## src/rtl/ps2_key_pkg.sv

```systemverilog
// Shared constants, types and helpers for the PS/2 key decoder.
package ps2_key_pkg;

  // Prefix bytes
  localparam logic [7:0] E0 = 8'hE0;
  localparam logic [7:0] F0 = 8'hF0;
  localparam logic [7:0] E1 = 8'hE1;

  // Controller / keyboard status bytes that never form key events
  localparam logic [7:0] AA = 8'hAA;
  localparam logic [7:0] FA = 8'hFA;
  localparam logic [7:0] EE = 8'hEE;
  localparam logic [7:0] FE = 8'hFE;

  // Game keys (set-2 make codes, non-extended)
  localparam logic [7:0] KeyZ     = 8'h1A;
  localparam logic [7:0] KeyX     = 8'h22;
  localparam logic [7:0] KeySpace = 8'h29;
  localparam logic [7:0] KeyEsc   = 8'h76;

  // Event layout: [9] extended, [8] release, [7:0] scancode
  localparam int unsigned EvtWidth = 10;

  // Bytes that follow E1 in the Pause make sequence
  localparam int unsigned PauseSkipLen = 7;

  typedef enum logic [2:0] {
    StIdle,
    StGotE0,
    StGotF0,
    StGotE0F0,
    StSkip
  } dec_state_e;

  // One-hot position of a game key in key_held / hit_pulse, zero otherwise.
  function automatic logic [3:0] game_key_mask(input logic [7:0] code);
    logic [3:0] mask;
    mask = 4'b0000;
    case (code)
      KeyZ:     mask = 4'b0001;
      KeyX:     mask = 4'b0010;
      KeySpace: mask = 4'b0100;
      KeyEsc:   mask = 4'b1000;
      default:  mask = 4'b0000;
    endcase
    return mask;
  endfunction

  function automatic logic is_status_byte(input logic [7:0] code);
    return (code == AA) || (code == FA) || (code == EE) || (code == FE);
  endfunction

endpackage

```

## src/rtl/ps2_event_fifo.sv

```systemverilog
// Small synchronous FIFO for decoded key events with sticky overflow flag.
module ps2_event_fifo
  import ps2_key_pkg::*;
#(
  parameter int unsigned Depth = 4,
  parameter int unsigned Width = EvtWidth
) (
  input  logic             clk_i,
  input  logic             rst_i,
  input  logic             push_i,
  input  logic [Width-1:0] push_data_i,
  input  logic             pop_i,
  output logic             valid_o,
  output logic [Width-1:0] data_o,
  output logic             overflow_o
);

  localparam int unsigned AddrW = (Depth > 1) ? $clog2(Depth) : 1;

  // Pointers carry one extra wrap bit to tell full from empty
  logic [AddrW:0]   wr_ptr_q, rd_ptr_q;
  logic [Width-1:0] mem_q [Depth];
  logic             overflow_q;
  logic             empty, full, do_push, do_pop;

  // Full/empty detection and push/pop qualification
  always_comb begin
    empty   = (wr_ptr_q == rd_ptr_q);
    full    = (wr_ptr_q[AddrW] != rd_ptr_q[AddrW]) &&
              (wr_ptr_q[AddrW-1:0] == rd_ptr_q[AddrW-1:0]);
    do_pop  = pop_i && !empty;
    // A pop in the same cycle frees the slot the push needs
    do_push = push_i && (!full || do_pop);
  end

  // Pointer and sticky overflow state
  always_ff @(posedge clk_i or posedge rst_i) begin
    if (rst_i) begin
      wr_ptr_q   <= '0;
      rd_ptr_q   <= '0;
      overflow_q <= 1'b0;
    end else begin
      if (do_push) wr_ptr_q <= wr_ptr_q + 1'b1;
      if (do_pop)  rd_ptr_q <= rd_ptr_q + 1'b1;
      if (push_i && !do_push) overflow_q <= 1'b1;
    end
  end

  // Storage array, no reset needed since reads are gated by empty
  always_ff @(posedge clk_i) begin
    if (do_push) mem_q[wr_ptr_q[AddrW-1:0]] <= push_data_i;
  end

  // Head of queue, forced to zero while empty
  always_comb begin
    valid_o    = !empty;
    data_o     = empty ? '0 : mem_q[rd_ptr_q[AddrW-1:0]];
    overflow_o = overflow_q;
  end

endmodule

```

## src/rtl/ps2_key_decoder.sv

```systemverilog
// Turns the raw PS/2 byte stream into make/break key events and game-key held/hit flags.
module ps2_key_decoder
  import ps2_key_pkg::*;
#(
  parameter int unsigned TIMEOUT_CYCLES = 2_500_000,
  parameter int unsigned FIFO_DEPTH     = 4
) (
  input  logic                clk,
  input  logic                reset,
  input  logic [7:0]          received_data,
  input  logic                received_data_en,
  output logic                evt_valid,
  output logic [EvtWidth-1:0] evt_data,
  input  logic                evt_ready,
  output logic [3:0]          key_held,
  output logic [3:0]          hit_pulse,
  output logic                overflow,
  output logic                proto_err
);

  localparam int unsigned TmoW = $clog2(TIMEOUT_CYCLES + 1);
  localparam logic [TmoW-1:0] TmoLast = TmoW'(TIMEOUT_CYCLES - 1);

  dec_state_e          state_q, state_d;
  logic [2:0]          skip_q, skip_d;
  logic [TmoW-1:0]     tmo_q, tmo_d;
  logic [3:0]          held_q, held_d;
  logic [3:0]          hit_q, hit_d;
  logic                perr_q, perr_d;
  logic                emit;
  logic [EvtWidth-1:0] emit_data;
  logic [3:0]          key_mask;
  logic                is_prefix;

  // Byte decode, prefix FSM, timeout and held/hit next-state
  always_comb begin
    state_d   = state_q;
    skip_d    = skip_q;
    tmo_d     = tmo_q;
    perr_d    = 1'b0;
    emit      = 1'b0;
    emit_data = '0;
    is_prefix = (received_data == E0) || (received_data == F0) || (received_data == E1);

    if (received_data_en) begin
      tmo_d = '0;
      unique case (state_q)
        StIdle: begin
          if (received_data == E0) begin
            state_d = StGotE0;
          end else if (received_data == F0) begin
            state_d = StGotF0;
          end else if (received_data == E1) begin
            state_d = StSkip;
            skip_d  = 3'(PauseSkipLen);
          end else if (!is_status_byte(received_data)) begin
            emit      = 1'b1;
            emit_data = {1'b0, 1'b0, received_data};
          end
        end
        StGotE0: begin
          if (received_data == F0) begin
            state_d = StGotE0F0;
          end else if (received_data != E0) begin
            emit      = 1'b1;
            emit_data = {1'b1, 1'b0, received_data};
            state_d   = StIdle;
          end
        end
        StGotF0, StGotE0F0: begin
          state_d = StIdle;
          if (is_prefix) begin
            perr_d = 1'b1;
          end else begin
            emit      = 1'b1;
            emit_data = {(state_q == StGotE0F0), 1'b1, received_data};
          end
        end
        StSkip: begin
          if (skip_q <= 3'd1) begin
            skip_d  = '0;
            state_d = StIdle;
          end else begin
            skip_d = skip_q - 3'd1;
          end
        end
        default: state_d = StIdle;
      endcase
    end else if (state_q != StIdle) begin
      // Abandon a stalled partial sequence without any side effect
      if (tmo_q >= TmoLast) begin
        state_d = StIdle;
        skip_d  = '0;
        tmo_d   = '0;
      end else begin
        tmo_d = tmo_q + 1'b1;
      end
    end else begin
      tmo_d = '0;
    end

    // Only non-extended events touch the game keys; FIFO fullness is irrelevant here
    held_d   = held_q;
    hit_d    = '0;
    key_mask = game_key_mask(emit_data[7:0]);
    if (emit && !emit_data[9]) begin
      if (emit_data[8]) begin
        held_d = held_q & ~key_mask;
      end else begin
        held_d = held_q | key_mask;
        hit_d  = key_mask & ~held_q;
      end
    end
  end

  // Decoder state registers
  always_ff @(posedge clk or posedge reset) begin
    if (reset) begin
      state_q <= StIdle;
      skip_q  <= '0;
      tmo_q   <= '0;
      held_q  <= '0;
      hit_q   <= '0;
      perr_q  <= 1'b0;
    end else begin
      state_q <= state_d;
      skip_q  <= skip_d;
      tmo_q   <= tmo_d;
      held_q  <= held_d;
      hit_q   <= hit_d;
      perr_q  <= perr_d;
    end
  end

  ps2_event_fifo #(
    .Depth (FIFO_DEPTH),
    .Width (EvtWidth)
  ) u_fifo (
    .clk_i       (clk),
    .rst_i       (reset),
    .push_i      (emit),
    .push_data_i (emit_data),
    .pop_i       (evt_ready),
    .valid_o     (evt_valid),
    .data_o      (evt_data),
    .overflow_o  (overflow)
  );

  // Registered status outputs
  always_comb begin
    key_held  = held_q;
    hit_pulse = hit_q;
    proto_err = perr_q;
  end

endmodule

```

## config.mk

```make
export PLATFORM = sky130hd
export DESIGN_NAME = ps2_key_decoder
export DESIGN_NICKNAME = d
export VERILOG_FILES = /design/src/rtl/ps2_key_pkg.sv /design/src/rtl/ps2_event_fifo.sv /design/src/rtl/ps2_key_decoder.sv
export SDC_FILE = /design/constraint.sdc
export NUM_CORES = 1
export LEC_CHECK = 0
export ABC_AREA = 1
export CELL_PAD_IN_SITES_DETAIL_PLACEMENT = 0
export CELL_PAD_IN_SITES_GLOBAL_PLACEMENT = 2
export CORE_ASPECT_RATIO = 0.75
export CORE_MARGIN = 10
export CORE_UTILIZATION = 33
export DETAILED_ROUTE_END_ITERATION = 8
export PLACE_DENSITY = 0.77
export RECOVER_POWER = 100
export SLEW_MARGIN = 0
export SYNTH_ARGS = -nofsm -noshare
export SYNTH_HDL_FRONTEND = slang
export SYNTH_SLANG_ARGS = --single-unit
```

## constraint.sdc

```tcl
create_clock -name clk -period 1.96 [get_ports clk]
set_clock_uncertainty 0.05 [all_clocks]
set_input_delay 0.588 -clock clk [delete_from_list [all_inputs] [get_ports clk]]
set_output_delay 0.588 -clock clk [all_outputs]
set_load 0.05 [all_outputs]
```

### Word-level counts from Yosys, hierarchy flattened

Memory sizes are Yosys's and may differ from the RTL's.
Index checks and enable logic that the tools add are counted.

| storage, ports and cells | value |
|---|---|
| register bits after elaboration | 44 |
| logic and storage cells | 116 |
| memories | 1 |
| bits in writable memories | 40 |
| output and inout bits | 21 |

| cells by class | value |
|---|---|
| mux-type cells | 47 |
| order comparisons | 2 |
| add/subtract/negate cells | 4 |
| reductions and logical operators | 22 |
| bitwise gates (word level) | 5 |
| equality and inequality tests | 26 |

Memory list:

| memory | words | bits a word | rd ports | clocked after Yosys merged registers in | write ports | line | source |
|---|---|---|---|---|---|---|---|
| u_fifo.mem_q | 4 | 10 | 1 | 0 | 1 | ps2_event_fifo.sv:22 | `logic [Width-1:0] mem_q [Depth];` |

Operators by type and width:

| cell | number |
|---|---|
| 22-bit two-way mux | 3 |
| 8-bit equality test, second input constant | 7 |
| 10-bit two-way mux | 5 |
| 3-bit two-way mux | 14 |
| 8-bit two-way mux | 4 |
| 10-bit one-hot mux with 3 select lines | 1 |
| 22-bit by 1-bit adder with 22-bit output, second input constant | 1 |
| 22-bit greater-or-equal comparator, second input constant | 1 |
| 8-bit by 6-bit equality test with 1-bit output, second input constant | 2 |
| 4-bit one-hot mux with 4 select lines | 1 |
| 1-bit two-way mux | 13 |
| 4-bit two-way mux | 3 |
| 3-bit != test, second input constant | 4 |
| 3-bit one-hot mux with 3 select lines | 1 |
| 4-bit AND | 2 |
| 8-bit by 5-bit equality test with 1-bit output, second input constant | 1 |
| 8-bit by 7-bit equality test with 1-bit output, second input constant | 1 |
| 8-bit != test, second input constant | 1 |
| 4-bit inverter | 2 |
| 3-bit by 1-bit adder with 3-bit output, second input constant | 2 |
| 3-bit by 2-bit equality test with 1-bit output, second input constant | 2 |
| 1-bit logical OR | 6 |
| 3-bit one-hot mux with 2 select lines | 1 |
| 6-bit AND reduction | 1 |
| 19 further kinds | 27 |

### Longest topological paths before layout

| depth | value |
|---|---|
| word-level depth | 15 |
| depth in mapped cells | 15 |
| mapped depth without buffers | 15 |

### Modules after synthesis

Synthesis repeated with hierarchy kept, for this count alone.

| unflattened totals | value |
|---|---|
| cell total of the unflattened synthesis | 514 |
| area, all modules | 4364.2 um^2 |

By module, submodules not included:

| module | sequential area each (um^2) | area an instance (um^2) | cells each | instances |
|---|---|---|---|---|
| ps2_key_decoder | 925.9 | 2351.0 | 333 | 1 |
| ps2_event_fifo | 1376.3 | 2013.2 | 181 | 1 |

### Worst setup path before layout

No wires, ideal clock.

| path | value |
|---|---|
| path kind | flip-flop to output port |
| from | register u_fifo.rd_ptr_q[1] |
| to | output evt_data[0] |
| data required time | 1322 ps |
| cell stages (with the launch flop) | 7 |
| data arrival time | 1810 ps |
| setup slack | -488 ps |
| cell sequence | dfrtp_1 > xor2_1 > a21oi_1 > nand2_1 > clkbuf_1 > nand2_1 > inv_1 |

| between the ends | value |
|---|---|
| word-level cells in the longest chain between the ends | 2 |
| elaborated cells between the ends (all ways) | 3 |
| classes of those cells | 1 x eq/ne; 1 x mux; 1 x memory |

Ends and longest elaborated chain:

| element | line | source |
|---|---|---|
| from (decl) | ps2_event_fifo.sv:21 | `logic [AddrW:0] wr_ptr_q, rd_ptr_q;` |
| from (signal assigned) | ps2_event_fifo.sv:44 | `if (do_pop) rd_ptr_q <= rd_ptr_q + 1'b1;` |
| memory read 4 x 10 bit / 3-bit equality test (equally long branches) | -- |  |
| 10-bit two-way mux * | ps2_event_fifo.sv:57 | `data_o = empty ? '0 : mem_q[rd_ptr_q[AddrW-1:0]];` |
| to (decl) | ps2_key_decoder.sv:13 | `output logic [EvtWidth-1:0] evt_data,` |

Mark *: on every way between the ends. The rest lies on a longest branch, timed or not.

### Worst setup path in the final report

| path | value |
|---|---|
| from | register u_fifo.rd_ptr_q[1] |
| to | output evt_data[3] |

The elaborated chain is that of the path after synthesis.

==> flow_summary.ini <==
[timing]
tightest_slew_ps = 1170
rsz0062_at_grt = yes
maxSlewViolCount = 0
hold_viol_final = 0
period_needed_ps = 2360
max_freq_mhz = 424
slew_headroom = 0.219
period_share = 1.20
setup_slack_ps = -399
setup_viol = 63

[placed_design]
dp_cells = 773
dpl.hpwl_um = 8240
port_buffers = 32
dpl_worst_slack_ps = -763
gp_congestion = 0.806

[pwr]
power_frac_clock = 0.186
power_frac_comb = 0.567
p_sw_frac = 0.419
p_seq_frac = 0.247
power.switching_mw = 4.03
total_power_mw = 9.61
vdd_drop_max_uv = 1320
leakage_nw = 2.96
p_int_mw = 5.59
powerDensity_nw_per_um2 = 1360

[grt]
grtUsageTotal = 0.128
grt_overflow_total = 0
grt_pass1_vias = 3898
grt_max_degree = 45
antenna_found_initial = 0
grt_pass1_wl_um = 19400

[detailed_routing]
drt_first_pass_iters = 4
drc_errors = 0
totalWireLength_um = 12100
wire_per_inst_um = 14.6
via_per_inst = 4.63
top_layer = met4
drtAntennaViolNets = 0
wl_met3_um = 429
wirelength_met1_um = 6120
vias = 3828
drtIter0Drc = 154
met2RoutedLength_um = 5490

[worst_setup_path]
cp_cell_sequence = xor2_2 -> a21oi_4 -> nand2_4 -> buf_12 -> nand2_4 -> clkinvlp_4 -> buf_6
crit_path_frequent_cell = nand2_4
cp-endpoint = evt_data[3]
startpoint_type = register
critPathTopFamily = flip-flops
critPathSlowestCell = dfrtp_1
reg2reg_setup_slack_ps = -110
crit_arrival_ps = 1720
worst-path-buf-inv = 3
critPathKind = reg2out
max_stage_delay_ps = 430
crit_required_ps = 1320
setup.worst_path.start = u_fifo.rd_ptr_q[1]$_DFFE_PP0P_
worstPathMaxFanout = 8
crit-reg2reg-launch = state_q[1]$_DFFE_PP0P_
r2r_cells = 12
worstSetupPathDepth = 7
r2r_end = u_fifo.mem_q[2][2]$_DFFE_PP_
setup.worst_path.end_class = output port

[run_status]
status = complete, but fails checks
violations = negative setup slack

[cts]
h-tree-depth = 3
clkLatencyLatePin_ps = 340
hold_buffers = 0
clk_pin_slew_worst_paths_ps = 60
cts_root_buffer = clkbuf_16
cts.sinks = 84
cts_tree = built
clockBufferDepth = 2
cts_buffers = 9

[floorplanning]
num_rows = 36
core_area_um2 = 13100
io_pins = 33
die_area_um2 = 18500
fp.dieW_um = 154
initial_utilization = 0.339
die_h_um = 120

[synthesis]
syn_area_per_cell_um2 = 8.79
ys_warn_count = 0
synth-main-ff-cell = dfrtp_1
synth_cells = 503
async_flop_share = 0.524
ys_ff_latch = 84
ys_seq_area_frac = 0.521
synth_area_um2 = 4420
synth_enable_flop_cells = 40
synth_fp_nets = 523
ys_types = 43

[cells_and_area]
diodes = 0
nets = 670
syn2layout_area_growth_pct = 59.3
finalNonFillerCells = 826
drive_gt1_frac = 0.482

[min_path]
hold_path.class = reg2reg

[job]
drv_cap = 0
[kinds of logic after synthesis]
kind of cell / count (synthesis) / synth area share
and+or+nand+nor: 267 / 0.289
DFF: 84 / 0.521
buffers and inverters: 78 / 0.0673
AOI/OAI and AO/OA: 52 / 0.0724
xor gates and xnor gates: 13 / 0.0258
adders and majority gates: 8 / 0.0226
muxes: 1 / 0.00255
[cell type report]
type | count | area, um2
clock buffers | 9 | 225
clock inverters | 7 | 87.6
fillers | 1185 | 6020
inverters | 66 | 308
multi-input cells | 341 | 2540
flip-flops and latches | 84 | 2300
well taps | 171 | 214
repair buffers | 148 | 1360
[metal layers]
metal  up-vias  track usage
li1       1945            -
met1      1819        0.176
met2        58        0.195
met4         0       0.0318
met5         -            0
met3         6       0.0337
[state kept, by name (all words and copies together), names as in the netlist, named ones only]
signal	cells
u_fifo.overflow_o	1
u_fifo.wr_ptr_q	3
u_fifo.rd_ptr_q	3
skip_q	3
state_q	3
tmo_q	22
u_fifo.mem_q	40
proto_err	1
hit_pulse	4
[cell usage after synthesis (2+ instances only)]
cell type | instances | area (um2)
nor3b_1 | 2 | 15.0
o21ai_0 | 24 | 120
nor2_2 | 8 | 50.1
clkbuf_1 | 8 | 30.0
a21oi_1 | 7 | 35.0
nand3_1 | 26 | 130
buf_2 | 3 | 15.0
nand2_1 | 85 | 319
xor2_1 | 8 | 70.1
clkinv_1 | 2 | 7.51
inv_2 | 7 | 26.3
inv_1 | 56 | 210
nor2_4 | 6 | 67.6
nor2_1 | 94 | 353
nand2_4 | 2 | 22.5
nor3_1 | 12 | 60.1
a31o_2 | 2 | 17.5
o32ai_1 | 10 | 87.6
nand2_2 | 8 | 50.1
xnor2_1 | 5 | 43.8
edfxtp_1 | 40 | 1200
nor3_2 | 3 | 30.0
dfrtp_1 | 44 | 1100
a31oi_1 | 3 | 18.8
ha_1 | 8 | 100
nand3_4 | 2 | 35.0
nor4_1 | 3 | 18.8
nand4_1 | 7 | 43.8
nand3_2 | 4 | 40.0
[repair_timing]
item	4_1_cts	5_1_grt
setup endpoints to repair	103	95
buffers inserted	17	22
resized for setup	88	121
pin swaps	19	48
cloned	2	2
[cells in the final DEF (no fill, tap or decap), drive strengths merged]
| master | synthesis | layout |
|---|---|---|
| clkinv | 3 | 5 |
| xor2 | 8 | 8 |
| inv | 63 | 58 |
| mux2 | 1 | 1 |
| a211oi | 1 | 1 |
| nand3 | 32 | 32 |
| and3 | 1 | 1 |
| a21boi | 1 | 1 |
| nor4b | 1 | 1 |
| edfxtp | 40 | 40 |
| o32ai | 10 | 10 |
| nor2 | 108 | 108 |
| nand2 | 95 | 95 |
| a31o | 2 | 2 |
| dfrtp | 44 | 44 |
| o21ai | 25 | 25 |
| nor3 | 15 | 15 |
| a31oi | 3 | 3 |
| clkbuf | 8 | 12 |
| o211ai | 1 | 1 |
| nor4 | 4 | 4 |
| xnor2 | 5 | 5 |
| bufinv | 0 | 1 |
| buf | 4 | 142 |
| o21bai | 1 | 1 |
| clkinvlp | 0 | 9 |
| nor3b | 2 | 2 |
| ha | 8 | 8 |
| a21oi | 7 | 7 |
| nand4 | 7 | 7 |
| nand3b | 1 | 1 |
| clkdlybuf4s50 | 0 | 3 |
| or3 | 1 | 1 |
| o22ai | 1 | 1 |
[power by group through the flow]
stage / Combinational (mW) / Clock (mW) / Sequential, mW
after global placement: 4.17 / 0 / 2.38
after global routing: 5.87 / 1.90 / 2.41
final: 5.45 / 1.78 / 2.38
after floorplan: 2.71 / 0 / 2.42
after detailed placement: 4.24 / 0 / 2.38
after CTS: 5.12 / 1.84 / 2.36
[metrics by stage]
stage	TNS (ps)	utilization	cell area, um2	hold slack, ps
global placement	-62680	0.441	5770	385
CTS	-5220	0.496	6480	412
finish	-7880	0.539	7040	400
floorplan	-1430	-	4650	383
detailed placement	-65400	0.441	5770	397
global route	-15850	0.539	7040	424
[how the worst min path moves through the flow]
stage / cells past startpoint / endpoint
after detailed placement: 1 / hit_pulse[3]$_DFF_PP0_
after CTS: 1 / hit_pulse[3]$_DFF_PP0_
final: 1 / hit_pulse[1]$_DFF_PP0_
after global placement: 1 / hit_pulse[0]$_DFF_PP0_
after global routing: 1 / hit_pulse[1]$_DFF_PP0_
after floorplan: 1 / tmo_q[0]$_DFF_PP0_
(Power assumes the default switching activity.)
